`config.mk`:
```
export PLATFORM = sky130hd
export DESIGN_NAME = mg_booth_csa_seq
export DESIGN_NICKNAME = d
export VERILOG_FILES = /design/src/rtl/mg_booth_csa_seq_pkg.sv /design/src/rtl/mg_booth_csa_seq_csa42.sv /design/src/rtl/mg_booth_csa_seq.sv
export SDC_FILE = /design/constraint.sdc
export NUM_CORES = 1
export LEC_CHECK = 0
export BUFFER_PORTS_ARGS = -buffer_cell sky130_fd_sc_hd__buf_2
export CAP_MARGIN = 10
export CORE_UTILIZATION = 30
export CTS_CLUSTER_SIZE = 10
export DETAILED_ROUTE_END_ITERATION = 8
export GPL_TIMING_DRIVEN = 0
export PLACE_DENSITY_LB_ADDON = 0.15
export SLEW_MARGIN = 30
export SYNTH_ARGS = -nofsm -noshare
export SYNTH_HDL_FRONTEND = slang
export SYNTH_SLANG_ARGS = --single-unit
```
`constraint.sdc`:
```
create_clock -name clk -period 6.5 [get_ports clk]
set_input_delay 0.65 -clock clk [delete_from_list [all_inputs] [get_ports clk]]
set_output_delay 0.65 -clock clk [all_outputs]
set_load 0.005 [all_outputs]
```
`src/rtl/mg_booth_csa_seq_pkg.sv`:
```
// Shared types, constants and Booth digit decoder for the sequential
// radix-4 Booth multiplier with a carry-save accumulator.
package mg_booth_csa_seq_pkg;

  localparam int XW    = 16;
  localparam int PW    = 31;
  localparam int NSTEP = 8;

  typedef enum logic [1:0] {
    ST_IDLE = 2'd0,
    ST_RUN  = 2'd1,
    ST_DONE = 2'd2
  } state_t;

  typedef enum logic [2:0] {
    BD_ZERO = 3'd0,
    BD_POS1 = 3'd1,
    BD_POS2 = 3'd2,
    BD_NEG1 = 3'd3,
    BD_NEG2 = 3'd4
  } booth_t;

  // Triplet is {y[2k+1], y[2k], y[2k-1]}.
  function automatic booth_t booth_decode(input logic [2:0] trip);
    booth_t d;
    case (trip)
      3'b000:  d = BD_ZERO;
      3'b001:  d = BD_POS1;
      3'b010:  d = BD_POS1;
      3'b011:  d = BD_POS2;
      3'b100:  d = BD_NEG2;
      3'b101:  d = BD_NEG1;
      3'b110:  d = BD_NEG1;
      3'b111:  d = BD_ZERO;
      default: d = BD_ZERO;
    endcase
    return d;
  endfunction

endpackage

```
`src/rtl/mg_booth_csa_seq_csa42.sv`:
```
// W-bit 4:2 compressor built from two 3:2 carry-save rows; the top carry
// is dropped so o_sum + o_carry == i_a + i_b + i_c + i_d (mod 2^W).
module mg_csa42 #(
  parameter int W = 31
) (
  input  logic [W-1:0] i_a,
  input  logic [W-1:0] i_b,
  input  logic [W-1:0] i_c,
  input  logic [W-1:0] i_d,
  output logic [W-1:0] o_sum,
  output logic [W-1:0] o_carry
);
  import mg_booth_csa_seq_pkg::*;

  logic [W-1:0] w_s1;
  logic [W-1:0] w_c1;

  assign w_s1 = i_a ^ i_b ^ i_c;
  assign w_c1 = {((i_a[W-2:0] & i_b[W-2:0]) |
                  (i_a[W-2:0] & i_c[W-2:0]) |
                  (i_b[W-2:0] & i_c[W-2:0])), 1'b0};

  assign o_sum   = w_s1 ^ w_c1 ^ i_d;
  assign o_carry = {((w_s1[W-2:0] & w_c1[W-2:0]) |
                     (w_s1[W-2:0] & i_d[W-2:0])  |
                     (w_c1[W-2:0] & i_d[W-2:0])), 1'b0};

endmodule

```
`src/rtl/mg_booth_csa_seq.sv`:
```
// Sequential radix-4 Booth multiplier: one partial product per cycle folded
// into a carry-save accumulator; the final carry-propagate add is downstream.
module mg_booth_csa_seq #(
  parameter int XW = 16,
  parameter int PW = 31
) (
  input  logic          clk,
  input  logic          rst,
  input  logic          in_valid,
  output logic          in_ready,
  input  logic [XW-1:0] in_x,
  input  logic [XW-1:0] in_y,
  output logic          out_valid,
  input  logic          out_ready,
  output logic [PW-1:0] out_a,
  output logic [PW-1:0] out_b,
  output logic          out_p31
);
  import mg_booth_csa_seq_pkg::*;

  state_t        r_state;
  state_t        w_state_nxt;
  logic [2:0]    r_k;
  logic [XW-1:0] r_x;
  logic [XW-1:0] r_y;
  logic [PW-1:0] r_acc_s;
  logic [PW-1:0] r_acc_c;
  logic          r_p31;

  logic          w_accept;
  logic          w_step;
  logic          w_last;
  logic [3:0]    w_shamt;
  logic [XW:0]   w_yext;
  logic [2:0]    w_trip;
  booth_t        w_digit;
  logic          w_neg;
  logic [PW-1:0] w_x1;
  logic [PW-1:0] w_x2;
  logic [PW-1:0] w_mag;
  logic [PW-1:0] w_pp;
  logic [PW-1:0] w_corr;
  logic [PW-1:0] w_sum_nxt;
  logic [PW-1:0] w_carry_nxt;

  assign in_ready  = (r_state == ST_IDLE) || ((r_state == ST_DONE) && out_ready);
  assign w_accept  = in_valid && in_ready;
  assign w_step    = (r_state == ST_RUN);
  assign w_last    = (r_k == 3'(NSTEP - 1));

  assign out_valid = (r_state == ST_DONE);
  assign out_a     = r_acc_s;
  assign out_b     = r_acc_c;
  assign out_p31   = r_p31;

  // Booth triplet for step k, with an implicit y[-1] = 0 below bit 0.
  assign w_shamt = {r_k, 1'b0};
  assign w_yext  = {r_y, 1'b0};
  assign w_trip  = w_yext[w_shamt +: 3];
  assign w_digit = booth_decode(w_trip);

  assign w_x1 = {{(PW - XW){r_x[XW-1]}}, r_x};
  assign w_x2 = {w_x1[PW-2:0], 1'b0};

  always_comb begin
    w_mag = {PW{1'b0}};
    w_neg = 1'b0;
    case (w_digit)
      BD_ZERO: begin
        w_mag = {PW{1'b0}};
        w_neg = 1'b0;
      end
      BD_POS1: w_mag = w_x1;
      BD_POS2: w_mag = w_x2;
      BD_NEG1: begin
        w_mag = w_x1;
        w_neg = 1'b1;
      end
      BD_NEG2: begin
        w_mag = w_x2;
        w_neg = 1'b1;
      end
      default: begin
        w_mag = {PW{1'b0}};
        w_neg = 1'b0;
      end
    endcase
  end

  // Negation is ~mag here plus a +1 correction at bit 2k fed as the 4th word.
  assign w_pp   = (w_neg ? ~w_mag : w_mag) << w_shamt;
  assign w_corr = {{(PW - 1){1'b0}}, w_neg} << w_shamt;

  mg_csa42 #(
    .W(PW)
  ) u_csa42 (
    .i_a    (r_acc_s),
    .i_b    (r_acc_c),
    .i_c    (w_pp),
    .i_d    (w_corr),
    .o_sum  (w_sum_nxt),
    .o_carry(w_carry_nxt)
  );

  always_ff @(posedge clk or posedge rst) begin
    if (rst) begin
      r_state <= ST_IDLE;
    end else begin
      r_state <= w_state_nxt;
    end
  end

  always_comb begin
    w_state_nxt = r_state;
    case (r_state)
      ST_IDLE: begin
        if (in_valid) w_state_nxt = ST_RUN;
        else          w_state_nxt = ST_IDLE;
      end
      ST_RUN: begin
        if (w_last) w_state_nxt = ST_DONE;
        else        w_state_nxt = ST_RUN;
      end
      ST_DONE: begin
        if (out_ready) begin
          if (in_valid) w_state_nxt = ST_RUN;
          else          w_state_nxt = ST_IDLE;
        end else begin
          w_state_nxt = ST_DONE;
        end
      end
      default: w_state_nxt = ST_IDLE;
    endcase
  end

  always_ff @(posedge clk or posedge rst) begin
    if (rst) begin
      r_k     <= 3'd0;
      r_x     <= {XW{1'b0}};
      r_y     <= {XW{1'b0}};
      r_acc_s <= {PW{1'b0}};
      r_acc_c <= {PW{1'b0}};
      r_p31   <= 1'b0;
    end else if (w_accept) begin
      r_k     <= 3'd0;
      r_x     <= in_x;
      r_y     <= in_y;
      r_acc_s <= {PW{1'b0}};
      r_acc_c <= {PW{1'b0}};
      r_p31   <= (in_x != {XW{1'b0}}) && (in_y != {XW{1'b0}}) &&
                 (in_x[XW-1] ^ in_y[XW-1]);
    end else if (w_step) begin
      r_k     <= r_k + 3'd1;
      r_acc_s <= w_sum_nxt;
      r_acc_c <= w_carry_nxt;
    end
  end

endmodule

```
Word level (Yosys, flattened, before mapping) --
Memories as Yosys holds them, arrays and structs flattened. Cells that the tools add are included.
Operators by class: add/sub/neg operators 1, equal/unequal tests 7, shift operators 3, muxes and demuxes 13, bitwise logic cells 16, reduce and logical (&&, ||, !) cells 12
Operator list (count):
- $and A30 B30 Y30 | 6
- $mux W31 | 5
- $xor A31 B31 Y31 | 4
- $or A30 B30 Y30 | 4
- $pmux W31 S2 | 1
- $reduce_bool A16 Y1 | 2
- $not A31 Y31 | 1
- $shl A1 B4 Y31 | 1
- $shl A31 B4 Y31 | 1
- $shiftx A17 B5 Y3 | 1
- $eq A3 B2 Y1 const B | 2
- $eq A3 B3 Y1 const B | 2
- $mux W3 | 2
- $pmux W2 S3 | 1
- $reduce_or A2 Y1 | 3
- $logic_and A1 B1 Y1 | 4
- $mux W2 | 2
- $add A3 B1 Y3 const B | 1
- $eq A3 B1 Y1 const B | 1
- $eq A2 B1 Y1 const B | 1
- $eq A2 B2 Y1 const B | 1
- $logic_not A2 Y1 | 1
- $mux W1 | 2
- $reduce_bool A2 Y1 | 1
- 2 further kinds | 2
Word-level totals: flip-flop bits (word level) 100, memory bits (read-only) 24, input port bits 36, memories 1
Memories:
- (name not given) | words 8, width 3, rd ports 1, clocked after memory_dff 0, write ports 0, line mg_booth_csa_seq_pkg.sv:26 | case (trip)

Logic depth before layout (Yosys ltp) --
An unclocked memory read counts as a cell.
depth after elaboration 16, depth in mapped cells 21

Cells and area by module --
Synthesis repeated with hierarchy kept, for this count alone.
Unflattened totals: cell total of the unflattened synthesis 644, area total of the unflattened synthesis 6875.3 um2
Modules (own cells, without submodules):
- mg_booth_csa_seq | instances 1, cells an instance 579, area each 5630.4 um2, sequential area each 2502.4 um2
- mg_csa42 | instances 1, cells an instance 65, area each 1244.9 um2, sequential area each 0.0 um2

Worst setup path before layout --
OpenSTA, ideal clock, no wires.
kind register to register, start point register r_k[0], end point register r_acc_s[12], in the netlist out_a[12], library setup time 0.133 ns, arrival 4.553 ns, data required time 6.367 ns, slack 1.814 ns, cell stages (with the launch flop) 19, path buffers 5, clock period less this slack 4.686 ns, cell sequence dfrtp_1 buf_1 clkbuf_1 nor2_1 nand2_1 o21ai_0 mux2i_1 ha_1 clkbuf_1 clkbuf_1 clkbuf_1 nor3_1 a221oi_2 mux2i_1 mux4_2 fa_1 fa_1 nand2_1 o21ai_0
Between the ends: longest elaborated chain between the ends 15
Ends and longest elaborated chain:
- from (decl) | line mg_booth_csa_seq.sv:23 | logic [2:0] r_k;
- from (signal assigned) | line mg_booth_csa_seq.sv:153 | r_k <= r_k + 3'd1;
- $shiftx A17 B5 Y3 | line mg_booth_csa_seq.sv:59 | assign w_trip = w_yext[w_shamt +: 3];
- $mem_v2 Z8 W3
- $eq A3 B3 Y1 (tied with other cells) | line mg_booth_csa_seq.sv:68 | case (w_digit)
- $reduce_or A2 Y1 (no line)
- $pmux W31 S2 | line mg_booth_csa_seq.sv:68
- $not A31 Y31 | line mg_booth_csa_seq.sv:91 | assign w_pp = (w_neg ? ~w_mag : w_mag) << w_shamt;
- $mux W31 | line mg_booth_csa_seq.sv:91
- $shl A31 B4 Y31 | line mg_booth_csa_seq.sv:91
- $and A30 B30 Y30 | line mg_booth_csa_seq_csa42.sv:20 | (i_a[W-2:0] & i_c[W-2:0]) |
- $or A30 B30 Y30 | line mg_booth_csa_seq_csa42.sv:19 | assign w_c1 = {((i_a[W-2:0] & i_b[W-2:0]) |
- $or A30 B30 Y30 | line mg_booth_csa_seq_csa42.sv:20
- $xor A31 B31 Y31 | line mg_booth_csa_seq_csa42.sv:23 | assign o_sum = w_s1 ^ w_c1 ^ i_d;
- $xor A31 B31 Y31 (*) | line mg_booth_csa_seq_csa42.sv:23
- $mux W31 (*) | line mg_booth_csa_seq.sv:152 | end else if (w_step) begin
- $mux W31 (*) | line mg_booth_csa_seq.sv:144 | end else if (w_accept) begin
- to (signal assigned) | line mg_booth_csa_seq.sv:141 | r_acc_s <= {PW{1'b0}};
- to (signal assigned) | line mg_booth_csa_seq.sv:148 | r_acc_s <= {PW{1'b0}};
- to (signal assigned) | line mg_booth_csa_seq.sv:154 | r_acc_s <= w_sum_nxt;
- to (decl) | line mg_booth_csa_seq.sv:26 | logic [PW-1:0] r_acc_s;
Every way passes the cells marked *; elsewhere a longest branch is shown, timed or not. The select of a mux whose other input is x is not followed. A chain may end at the register's enable or synchronous reset.

Worst setup path after layout --
start point register r_k[0], end point register r_acc_s[10], in the netlist out_a[10]
Same word-level chain as after synthesis.

==> results.ini <==
[outcome]
status = completed

[worst_setup_path]
setup.worst_path.class = reg2reg
reg2reg_to = out_a[10]
critPathMaxStageDelay_ns = 0.60
slowest_stage = mux4_2
crit_path_cell_trace = clkbuf_2 > clkbuf_1 > nor2_1 > nand2_1 > o21ai_0 > mux2i_1 > ha_1 > clkbuf_1 > clkbuf_1 > nor2_1 > o211ai_1 > nand3_1 > mux4_2 > a22o_1 > fa_1 > fa_1 > nand2_1 > o21ai_0
critPathArrivalTime_ns = 6.12
critPathTopFamily = buffers and inverters
r2r-start = r_k[0]
rr_worst_depth = 18
cp-start-kind = flip-flop
path_buf_inv = 4
crit_fanout = 10
path_common_cell = clkbuf_1
crit_required_ns = 6.72
end_kind = flip-flop
ff2ff_setup_slack_ns = 0.60

[synthesis]
synth-async-reset-ratio_pct = 100.0
ys_types = 55
syn-num-nets = 997
synth-seq-area-share_pct = 32.64
synthTopCellsByArea = dfrtp_1, nand2_1, fa_1, mux4_2, ha_1
synthCells = 897
synth_top_area_share_pct = 32.64
synthesis.area_mm2 = 0.007591
ys_warn_count = 0
synth_edf_count = 0
synth-seq-cells = 99
synth_largest_area_cell = dfrtp_1
synth_ff_type = dfrtp_1
syn_area_per_cell_um2 = 8.463

[clock_network]
path_clk_slew_ns = 0.07
clk_latency_ns = 0.36
cts_hold_buf = 0
cts_tree = built
cts_root_buf = clkbuf_16
h-tree-depth = 3
cts.path.max_buffers = 2
clock-sinks = 99
cts_buffers = 9

[sta]
fin_skew_ns = 0.008623
drv_slew = 0
slew_headroom_pct = 36.73
period_share_pct = 90.76
hold_violations = 0
rsz0062_at_grt = false
worst_pin_slew_ns = 0.9490
fin_setup_tns_ns = 0
setup_viol = 0
fin_crit_ns = 5.900
max_freq_mhz = 169.5

[grt]
grt_max_degree = 56
grt_usage_pct = 19.94
grt_pass1_vias = 6757
gr-total-overflow = 0
grt_pass1_wl_um = 39530
antenna_found_initial = 0

[drt]
drtIter0Drc = 476
vias = 6751
drc = 0
detail-route-antenna-nets = 0
via_per_inst = 5.053
wirelength_um = 24740
wl_per_cell_um = 18.51
first_pass_iters = 7

[floorplanning]
rows = 57
core_mm2 = 0.02453
initial_core_util_pct = 30.94
die_w_um = 161.1
die_y_um = 161.1
die_area_mm2 = 0.02594
io-pin-count = 101

[layout]
nets = 1108
final_common_cell = nand2_1
fillers = 2652
final_cell_mix = nand2_1, buf_2, dfrtp_1
drive_gt1_share_pct = 15.02
post-route-util_pct = 35.89
area_growth_syn_to_layout_pct = 16.00
diodes = 0

[place]
place.gp.congestion = 0.8859
dp_hpwl_um = 18820
numPortBuffers = 99

[hold_path]
hold_path.class = in2async

[run]
maxCapViolCount = 0

flip-flops by register name, indices dropped and copies added, names as in the netlist:
signal and cells:
out_a 31, out_b 30, r_x 16, r_y 16
r_k 3, r_state 2, out_p31 1
layer usage:
| layer | track usage [%] | vias up | routed length (µm) | share of wire (%) |
|---|---|---|---|---|
| li1 | - | 3266 | - | - |
| met1 | 28.05 | 3254 | 11860 | 48 |
| met2 | 31.23 | 198 | 11020 | 45 |
| met3 | 3.210 | 33 | 1279 | 5.2 |
| met4 | 6.346 | 0 | 584 | 2.4 |
| met5 | 0 | - | 0 | 0 |
metrics by stage:
step | cell area, µm² | worst slack [ns] | hold slack, ns | cells
floorplan | 7591 | 1.814 | 0.4403 | 897
global placement | 8492 | 0.3576 | 0.4579 | 1320
detailed placement | 8524 | 0.3458 | 0.4673 | 1321
CTS | 8805 | 0.3344 | 0.3340 | 1336
global route | 8806 | 0.1460 | 0.3613 | 1336
finish | 8806 | 0.6003 | 0.3121 | 1336
cells in the mapped netlist, types with 3 or more instances:
cell / instances
buf_1: 6
or2_2: 5
a22o_1: 4
a21oi_1: 20
a31oi_1: 6
mux2i_1: 34
inv_1: 77
nor4_1: 9
mux4_2: 16
nor3_1: 20
ha_1: 28
nor2b_1: 10
nand3_1: 27
nand2b_1: 4
o21ai_0: 34
o211ai_1: 14
fa_1: 36
dfrtp_1: 99
or3_1: 8
buf_2: 4
clkbuf_1: 57
mux2_2: 4
o31ai_1: 38
nand3b_1: 13
nand2_1: 217
nor2_1: 43
nor3b_1: 4
a21o_1: 4
and3_1: 3
and2_1: 8
nand4_1: 14
worst max-delay path by stage:
| stage | startpoint | to | slack, ns | cells after the start |
|---|---|---|---|---|
| after CTS | r_k[0] | out_a[10] | 0.33 | 18 |
| after detailed placement | r_k[0] | out_a[10] | 0.35 | 18 |
| after floorplan | r_k[0] | out_a[12] | 1.81 | 18 |
| final | r_k[0] | out_a[10] | 0.60 | 18 |
| after global placement | r_k[0] | out_a[10] | 0.36 | 18 |
| after global routing | r_k[0] | out_a[10] | 0.15 | 18 |
logic make-up (layout without fill, tap and decap cells):
kind of cell / Yosys count / count (layout) / share of synthesized area [%]
multiplexers: 55 / 55 / 10.00
buffers and inverters: 148 / 263 / 7.632
other: 1 / 1 / 0.04940
flip-flops: 99 / 99 / 32.64
XOR/XNOR: 4 / 4 / 0.4616
AO/OA/AOI/OAI: 139 / 139 / 12.20
adder cells (fa/ha/maj): 64 / 64 / 14.11
AND/OR/NAND/NOR: 387 / 387 / 22.91
timing repair:
action | in CTS | in global routing
gates resized for setup | 0 | 2
buffers inserted | 0 | 0
setup endpoints to repair | 0 | 8
final cells by class:
type                    instances  area [µm²]  area share, %
inverters                      78       297.8          3.382
clock buffers                  12       256.5          2.913
multi-input cells             650        4534          51.49
repair buffers                100       523.0          5.939
flip-flops and latches         99        2477          28.13
clock inverters                 3       23.77         0.2700
plain buffers                  70       287.8          3.268
well taps                     324       405.4          4.604
Power is left out: the tool's default activity adds up to more than one toggle a clock period on the data nets, which glitch-free logic cannot reach.
